File: src/rtl/put_in_order_chan_fifo.sv
// put_in_order_chan_fifo: per-channel circular FIFO.
// Ports: clk/rst (async, active-high); push/push_data write one entry at the tail;
// pop drops the head entry; head_data is the oldest entry; count is the occupancy.
// The parent only asserts push when count != depth and pop when count != 0.
module put_in_order_chan_fifo #(
  parameter int width = 16,
  parameter int depth = 2
) (
  input  logic                       clk,
  input  logic                       rst,
  input  logic                       push,
  input  logic [width-1:0]           push_data,
  input  logic                       pop,
  output logic [width-1:0]           head_data,
  output logic [$clog2(depth+1)-1:0] count
);
  localparam int cw = $clog2(depth + 1);
  localparam int pw = (depth > 1) ? $clog2(depth) : 1;
  logic [width-1:0] r_mem [depth];
  logic [pw-1:0]    r_wp, r_rp;
  logic [cw-1:0]    r_count;
  function automatic logic [pw-1:0] nxt(input logic [pw-1:0] p);
    return (p == pw'(depth - 1)) ? '0 : p + pw'(1);
  endfunction
  always_ff @(posedge clk or posedge rst)
    if (rst) begin
      r_wp    <= '0;
      r_rp    <= '0;
      r_count <= '0;
    end else begin
      if (push) r_wp <= nxt(r_wp);
      if (pop) r_rp <= nxt(r_rp);
      r_count <= (push && !pop) ? r_count + cw'(1) :
                 (pop && !push) ? r_count - cw'(1) : r_count;
    end
  always_ff @(posedge clk)
    if (push) r_mem[r_wp] <= push_data;
  assign head_data = r_mem[r_rp];
  assign count     = r_count;
endmodule

File: src/rtl/put_in_order_buf.sv
// put_in_order_buf: merges n_inputs variable-latency result streams into one stream in strict channel order.
// Ports: clk/rst (async, active-high); up_vlds/up_data per-channel results, up_rdys per-channel space;
// down_vld/down_data/down_chan registered output with down_rdy backpressure; overflow sticky on push-to-full.
module put_in_order_buf #(
  parameter int width    = 16,
  parameter int n_inputs = 4,
  parameter int depth    = 2
) (
  input  logic                                clk,
  input  logic                                rst,
  input  logic [n_inputs-1:0]                 up_vlds,
  input  logic [n_inputs-1:0][width-1:0]      up_data,
  output logic [n_inputs-1:0]                 up_rdys,
  output logic                                down_vld,
  input  logic                                down_rdy,
  output logic [width-1:0]                    down_data,
  output logic [$clog2(n_inputs)-1:0]         down_chan,
  output logic                                overflow
);
  localparam int cw = $clog2(depth + 1);
  localparam int rw = $clog2(n_inputs);
  logic [cw-1:0]       w_count [n_inputs];
  logic [width-1:0]    w_head  [n_inputs];
  logic [n_inputs-1:0] w_push, w_pop, w_full;
  logic                w_free, w_load;
  logic [rw-1:0]       r_rr, r_chan;
  logic [width-1:0]    r_data;
  logic                r_vld, r_ovf;
  // Output register can take a new value; the current channel is never skipped.
  assign w_free = !r_vld || down_rdy;
  assign w_load = w_free && (w_count[r_rr] != '0);
  for (genvar i = 0; i < n_inputs; i++) begin : g_ch
    // Fullness is judged before any same-cycle pop, so a push racing a pop is dropped.
    assign w_full[i] = (w_count[i] == cw'(depth));
    assign w_push[i] = up_vlds[i] && !w_full[i];
    assign w_pop[i]  = w_load && (r_rr == rw'(i));
    put_in_order_chan_fifo #(.width(width), .depth(depth)) u_fifo (
      .clk       (clk),
      .rst       (rst),
      .push      (w_push[i]),
      .push_data (up_data[i]),
      .pop       (w_pop[i]),
      .head_data (w_head[i]),
      .count     (w_count[i])
    );
  end
  assign up_rdys = ~w_full;
  always_ff @(posedge clk or posedge rst)
    if (rst) begin
      r_rr   <= '0;
      r_vld  <= 1'b0;
      r_data <= '0;
      r_chan <= '0;
      r_ovf  <= 1'b0;
    end else begin
      if (|(up_vlds & w_full)) r_ovf <= 1'b1;
      if (w_load) begin
        r_data <= w_head[r_rr];
        r_chan <= r_rr;
        r_vld  <= 1'b1;
        r_rr   <= (r_rr == rw'(n_inputs - 1)) ? '0 : r_rr + rw'(1);
      end else if (w_free) r_vld <= 1'b0;
    end
  assign down_vld  = r_vld;
  assign down_data = r_data;
  assign down_chan = r_chan;
  assign overflow  = r_ovf;
endmodule

File: config.mk
export PLATFORM = sky130hd
export DESIGN_NAME = put_in_order_buf
export DESIGN_NICKNAME = d
export VERILOG_FILES = /design/src/rtl/put_in_order_chan_fifo.sv /design/src/rtl/put_in_order_buf.sv
export SDC_FILE = /design/constraint.sdc
export NUM_CORES = 1
export LEC_CHECK = 0
export BUFFER_PORTS_ARGS = -buffer_cell sky130_fd_sc_hd__buf_2
export CAP_MARGIN = 20
export CORE_ASPECT_RATIO = 1.4
export CORE_MARGIN = 4
export CORE_UTILIZATION = 50
export DETAILED_ROUTE_END_ITERATION = 8
export GPL_ROUTABILITY_DRIVEN = 0
export HOLD_SLACK_MARGIN = 0.1
export PLACE_DENSITY = 0.71
export SLEW_MARGIN = 20
export SYNTH_ARGS = -nofsm -noshare
export SYNTH_HDL_FRONTEND = slang
export SYNTH_SLANG_ARGS = --single-unit
File: constraint.sdc
create_clock -name clk -period 4.95 [get_ports clk]
set_input_delay 0.495 -clock clk [delete_from_list [all_inputs] [get_ports clk]]
set_output_delay 0.495 -clock clk [all_outputs]
set_load 0.05 [all_outputs]
==> results of run 1 <==
==> layout by cell type, fill, tap and decap left out, types with 4 or more instances in the layout <==
cell       netlist  routed
a221oi_1        16      16
xor2_1          12      12
clkinv_1         0       5
edfxtp_1       128     128
clkbuf_16        0      17
nand2_1         13      13
mux2_2          41      41
inv_1           14      14
o22ai_1         17      17
ha_1             8       8
and3_1           4       4
buf_4            0       7
nor2_1          18      18
mux2i_1         32      32
buf_2           11      94
xnor2_1          8       8
dfrtp_1         38      38
mux2_4           9       9
==> how the worst min path moves through the flow <==
stage / to / slack [ns] / cells past startpoint
6_report: down_data[8] / 0.19 / 3
5_1_grt: down_data[8] / 0.23 / 3
4_1_cts: down_data[8] / 0.22 / 3
3_5_place_dp: overflow / 0.46 / 2
3_3_place_gp: overflow / 0.45 / 2
2_1_floorplan: g_ch[1].u_fifo.r_wp / 0.46 / 1
==> sequential cells by signal, summed over array words and instances (netlist names), 2 cells and up <==
signal,flops
r_rr,2
g_ch.u_fifo.r_mem,128
down_data,16
down_chan,2
g_ch.u_fifo.count,8
g_ch.u_fifo.r_rp,4
g_ch.u_fifo.r_wp,4
==> kinds of logic (layout without fill, tap and decap cells) <==
group | after synthesis | after routing | synth area share, %
and+or+nand+nor | 44 | 44 | 3.16
adders and majority gates | 8 | 8 | 1.50
xor gates and xnor gates | 20 | 20 | 2.63
muxes | 83 | 83 | 14.1
buffers and inverters | 30 | 148 | 2.14
AOI/OAI and AO/OA | 41 | 41 | 4.42
DFF | 166 | 166 | 72.0
==> per-stage QoR <==
stage               setup slack (ns)  total power [mW]  std cells  hold WS [ns]  utilization, %
finish                          2.71              5.44        688         0.193            61.0
global route                    2.58              5.72        688         0.233            61.0
CTS                             2.72              5.49        688         0.215            61.0
detailed placement              2.73              4.21        656         0.462            56.6
global placement                2.83              4.14        656         0.455            56.6
floorplan                       2.75              3.68        392         0.460               -
==> power by group <==
group / internal [mW] / switching (mW) / total, mW
logic: 0.778 / 1.11 / 1.88
clock network: 0.783 / 0.497 / 1.28
registers: 1.96 / 0.325 / 2.28
total: 3.52 / 1.93 / 5.44
==> final cells by class <==
type / instances / area [sq um]
Fill cell: 978 / 5050
Sequential cell: 166 / 4790
Multi-Input combinational cell: 196 / 1720
Timing Repair Buffer: 101 / 523
Clock buffer: 20 / 437
Tap cell: 178 / 223
Clock inverter: 12 / 135
Inverter: 15 / 56.3
==> per-layer routing <==
layer	vias up	track usage (%)	part of all wire [%]
li1	1704	-	-
met1	1840	21.5	38
met2	100	33.3	54
met3	29	4.20	3.8
met4	0	9.75	3.5
met5	-	0	0
==> worst min-delay path: stages <==
cell and delay (ns):
buf_2 0.09, inv_1 0.04, buf_4 0.42
==> impl_metrics.json, run 1 <==
{
  "die_height_um": 145,
  "synthTopCellsByCount": "128 x edfxtp_1, 41 x mux2_2, 38 x dfrtp_1",
  "setup_violations": 0,
  "cts_sinks": 166,
  "setup_tns_ns": 0,
  "report.final.slew_viol_count": 0,
  "synth_seq_cells": 166,
  "worstSetupStartpoint": "r_rr[1]",
  "critPathRequiredTime_ns": 5.28,
  "drv_cap": 0,
  "path_depth": 8,
  "endpoint": "g_ch[2].u_fifo.count[1]",
  "drive_above_1_share_pct": 34.9,
  "insertedDiodeCount": 0,
  "synth_area_leaders": "edfxtp_1 58%, dfrtp_1 14%, mux2_2 6.9%, mux2i_1 4.8%, a221oi_1 2.1%",
  "vdd_ir_drop_max_mv": 0.522,
  "fmax_mhz": 447,
  "finClkSkew_ns": 0.00891,
  "layout.nets": 576,
  "max_stage_delay_ns": 0.63,
  "grt_overflow": 0,
  "rrSetupSlack_ns": 2.71,
  "place_hpwl_mm": 9.50,
  "track_usage_pct": 18.8,
  "grt_pass1_wl_mm": 21.0,
  "drc": 0,
  "design_area_sq_um": 7890,
  "clk_path_buf_depth": 2,
  "start_util_pct": 51.5,
  "crit-reg2reg-capture": "g_ch[2].u_fifo.count[1]",
  "viasPerCell": 5.34,
  "startpoint_type": "flip-flop",
  "min_path_type": "input port to asynchronous set/reset pin",
  "finalCriticalPeriod_ns": 2.24,
  "drtIter0Drc": 150,
  "wl_per_cell_um": 20.1,
  "ys_types": 30,
  "cp.arrival_ns": 2.57,
  "cts_tree": "done",
  "synth_top_area_cell": "edfxtp_1",
  "status": "complete, no violations",
  "synth_edf_count": 128,
  "cp_max_fo": 8,
  "ys_warn_count": 0,
  "die_w_um": 106,
  "core_area_sq_um": 12900,
  "ys_seq_area_share_pct": 72.0,
  "areaGrowthSynthToFinish_pct": 18.5,
  "grt_setup_unrepaired": "no",
  "crit_path_end_kind": "flip-flop",
  "async_reset_ff_share_pct": 22.9,
  "ys.flop_type": "edfxtp_1",
  "syn_area_sq_um": 6660,
  "syn-num-nets": 471,
  "worstPathCellList": "inv_2 -> mux4_2 -> nor2_1 -> inv_1 -> ha_1 -> xor2_1 -> nor2_1 -> xor2_1",
  "worstSetupPathType": "flip-flop to flip-flop",
  "synth_top_area_share_pct": 57.7,
  "portBuffers": 94,
  "insertion_delay_ns": 0.42,
  "io_pins": 95,
  "vias": 3673,
  "critPathBufInv": 2,
  "fp-row-count": 49,
  "htreeDepth": 4,
  "grt_max_degree": 39,
  "rr_worst_depth": 8,
  "regToRegStartpoint": "r_rr[1]",
  "synthCells": 392,
  "wl_mm": 13.9,
  "firstDrtPassIters": 7,
  "synth_most_common_cell": "edfxtp_1",
  "clkSlewWorstSetupHoldPaths_ns": 0.06,
  "antenna_found_initial": 0,
  "root_buffer": "clkbuf_16",
  "powerDensity_nw_per_um2": 690,
  "power.leakage_nw": 3.09,
  "cts_hold_buf": 0,
  "hold_viol": 0,
  "cp_slowest_cell": "mux4_2",
  "cts_buffers": 17,
  "tightest_slew_ns": 1.01,
  "fin_crit_sh_pct": 45.2,
  "slew_headroom_pct": 32.7,
  "placed_area_sq_um": 7320,
  "cts_resized": 0,
  "detail-route-antenna-nets": 0,
  "synth_area_per_cell_sq_um": 17.0,
  "cts_setup_buffers": 0,
  "grt_pass1_vias": 3882,
  "crit_family": "multiplexers",
  "die-area_sq_um": 15200
}
Power figures use the tool's default switching activity.
==> run 2: changes to the inputs <==
--- a/config.mk
+++ b/config.mk
@@ -5,6 +5,7 @@
 export SDC_FILE = /design/constraint.sdc
 export NUM_CORES = 1
 export LEC_CHECK = 0
+export ABC_AREA = 1
 export BUFFER_PORTS_ARGS = -buffer_cell sky130_fd_sc_hd__buf_2
 export CAP_MARGIN = 20
 export CORE_ASPECT_RATIO = 1.4
@@ -13,7 +14,7 @@
 export DETAILED_ROUTE_END_ITERATION = 8
 export GPL_ROUTABILITY_DRIVEN = 0
 export HOLD_SLACK_MARGIN = 0.1
-export PLACE_DENSITY = 0.71
+export PLACE_DENSITY = 0.74
 export SLEW_MARGIN = 20
 export SYNTH_ARGS = -nofsm -noshare
 export SYNTH_HDL_FRONTEND = slang
==> constraint.sdc (replaced) <==
create_clock -name clk -period 1.94 [get_ports clk]
set_input_delay 0.194 -clock clk [delete_from_list [all_inputs] [get_ports clk]]
set_output_delay 0.194 -clock clk [all_outputs]
set_load 0.05 [all_outputs]
==> impl_metrics.json, run 2 <==
{
  "wl_per_cell_um": 15.8,
  "finalCriticalPeriod_ns": 1.79,
  "critPathRequiredTime_ns": 2.25,
  "p_switching_mw": 6.11,
  "place_hpwl_mm": 11.4,
  "grt_pass1_wl_mm": 25.6,
  "synth_top_area_cell": "edfxtp_1",
  "htreeDepth": 4,
  "areaGrowthSynthToFinish_pct": 28.2,
  "fin_crit_sh_pct": 92.1,
  "synthTopCellsByCount": "272 x nand2_1, 128 x edfxtp_1, 72 x nand3_1",
  "vdd_ir_drop_max_mv": 0.848,
  "syn_area_sq_um": 7030,
  "cts_buffers": 17,
  "design_area_sq_um": 9010,
  "finClkSkew_ns": 0.00779,
  "portBuffers": 94,
  "power_frac_seq_pct": 37.1,
  "nFillCells": 1053,
  "final_cell_mix": "272 x nand2_1, 128 x edfxtp_1, 94 x buf_2",
  "synth_most_common_cell": "nand2_1",
  "drc": 0,
  "p_int_mw": 8.45,
  "grt_overflow": 0,
  "largest_register_ffs": 128,
  "cp_max_fo": 8,
  "firstDrtPassIters": 5,
  "synth_area_leaders": "edfxtp_1 55%, nand2_1 15%, dfrtp_1 14%, nand3_1 5.1%, inv_1 2.7%",
  "swShare_pct": 42.0,
  "synthCells": 661,
  "die_height_um": 148,
  "async_reset_ff_share_pct": 22.9,
  "vias": 5147,
  "insertedDiodeCount": 0,
  "holdWs_ns": 0.209,
  "wl_mm": 16.4,
  "powerDensity_nw_per_um2": 1620,
  "rrSetupSlack_ns": 0.15,
  "drive_above_1_share_pct": 22.0,
  "tightest_slew_ns": 0.513,
  "ys_warn_count": 0,
  "synth_top_area_share_pct": 54.7,
  "setup_violations": 0,
  "grt_pass1_vias": 5136,
  "clk_path_buf_depth": 2,
  "antenna_found_initial": 0,
  "die-area_sq_um": 16000,
  "multiInputGateArea_sq_um": 1910,
  "startpoint_type": "flip-flop",
  "ys_seq_area_share_pct": 68.2,
  "register_area_sq_um": 4800,
  "slew_headroom_pct": 65.8,
  "detail-route-antenna-nets": 0,
  "grt_max_degree": 39,
  "core_area_sq_um": 13800,
  "placed_area_sq_um": 7760,
  "viasPerCell": 4.96,
  "layout.nets": 919,
  "final_common_cell": "nand2_1",
  "syn-num-nets": 740,
  "cts_tree": "done",
  "crit_path_end_kind": "flip-flop",
  "fp-row-count": 51,
  "start_util_pct": 50.7,
  "report.final.slew_viol_count": 0,
  "die_w_um": 108,
  "io_pins": 95,
  "setup_tns_ns": 0,
  "power.leakage_nw": 4.06,
  "synth_edf_count": 128,
  "worstSetupPathType": "flip-flop to flip-flop",
  "utilization_pct": 65.1,
  "synth_seq_cells": 166,
  "synth_area_per_cell_sq_um": 10.6,
  "drtIter0Drc": 343,
  "fmax_mhz": 560,
  "combPwrFrac_pct": 42.0,
  "regMostFlops": "g_ch.u_fifo.r_mem",
  "clkSlewWorstSetupHoldPaths_ns": 0.07,
  "clockPowerShare_pct": 20.9,
  "ys_types": 26,
  "ys.flop_type": "edfxtp_1",
  "cts_sinks": 166,
  "insertion_delay_ns": 0.43,
  "cp.arrival_ns": 2.10,
  "root_buffer": "clkbuf_16",
  "hold_viol": 0,
  "min_path_type": "input port to flip-flop",
  "grt_setup_unrepaired": "no",
  "track_usage_pct": 21.3,
  "drv_cap": 0,
  "status": "complete, no violations"
}
## run 2: path summary, 6_finish.rpt
kind,depth (start not counted),endpoint,from
setup / recovery,9,g_ch[2].u_fifo.count[1],r_rr[0]
hold / removal,4,overflow,up_vlds[0]
setup reg to reg,9,g_ch[2].u_fifo.count[1],r_rr[0]
hold reg to reg,1,overflow,overflow
max in group asynchronous,4,r_rr[0],rst
min in group asynchronous,4,down_data[8],rst
## run 2: what timing repair did
item,CTS,global route
hold buffers,65,0
gates cloned,0,1
endpoints found under the setup margin,2,3
pin swaps,0,4
setup buffers,0,2
resized for setup,1,6
hold endpoints to repair,166,0
## run 2: critical path, cell delays in order, from the launching register on
cell,delay (ns)
dfrtp_2,0.45
nor2_1,0.07
nand2_1,0.08
nand3_2,0.12
nand2_4,0.15
nand3_1,0.11
ha_1,0.34
a21oi_1,0.11
o21ai_0,0.10
xor2_1,0.15
## run 2: cell families (layout without fill, tap and decap cells)
family	after synthesis	after routing	synth area share [%]
and+or+nand+nor	385	386	23.1
DFF	166	166	68.2
buffers and inverters	83	274	5.45
AOI/OAI and AO/OA	11	11	0.783
adders and majority gates	8	8	1.42
xor gates and xnor gates	8	8	0.997
## run 2: area by class of cell
cell class / instances / share of cell area (%)
Clock buffer: 17 / 4.72
Clock inverter: 15 / 1.18
Inverter: 58 / 2.53
Multi-Input combinational cell: 413 / 21.2
Sequential cell: 166 / 53.2
Tap cell: 185 / 2.57
Timing Repair Buffer: 184 / 14.5
## run 2: layer usage
metal / global-route usage (%) / share of wire [%] / up-vias
met5: 0 / 0 / -
met4: 8.21 / 2.4 / 0
met3: 4.26 / 5.6 / 27
met2: 38.5 / 54 / 170
met1: 24.4 / 38 / 2432
li1: - / - / 2518
## run 2: power groups by stage
stage,Combinational (mW),Clock [mW],Sequential [mW]
final,6.11,3.04,5.40
after global routing,6.76,3.24,5.49
after CTS,6.01,3.08,5.39
after detailed placement,5.87,0,5.46
after global placement,5.74,0,5.41
after floorplan,3.76,0,5.98
## run 2: through the flow
| step | setup slack (ns) | total power [mW] | std cells |
|---|---|---|---|
| 3_3_place_gp | 0.0679 | 11.1 | 938 |
| 6_report | 0.153 | 14.6 | 1038 |
| 3_5_place_dp | 0.00507 | 11.3 | 938 |
| 2_1_floorplan | 0.0542 | 9.73 | 661 |
| 4_1_cts | 0.0353 | 14.5 | 1035 |
| 5_1_grt | 0.00177 | 15.5 | 1038 |
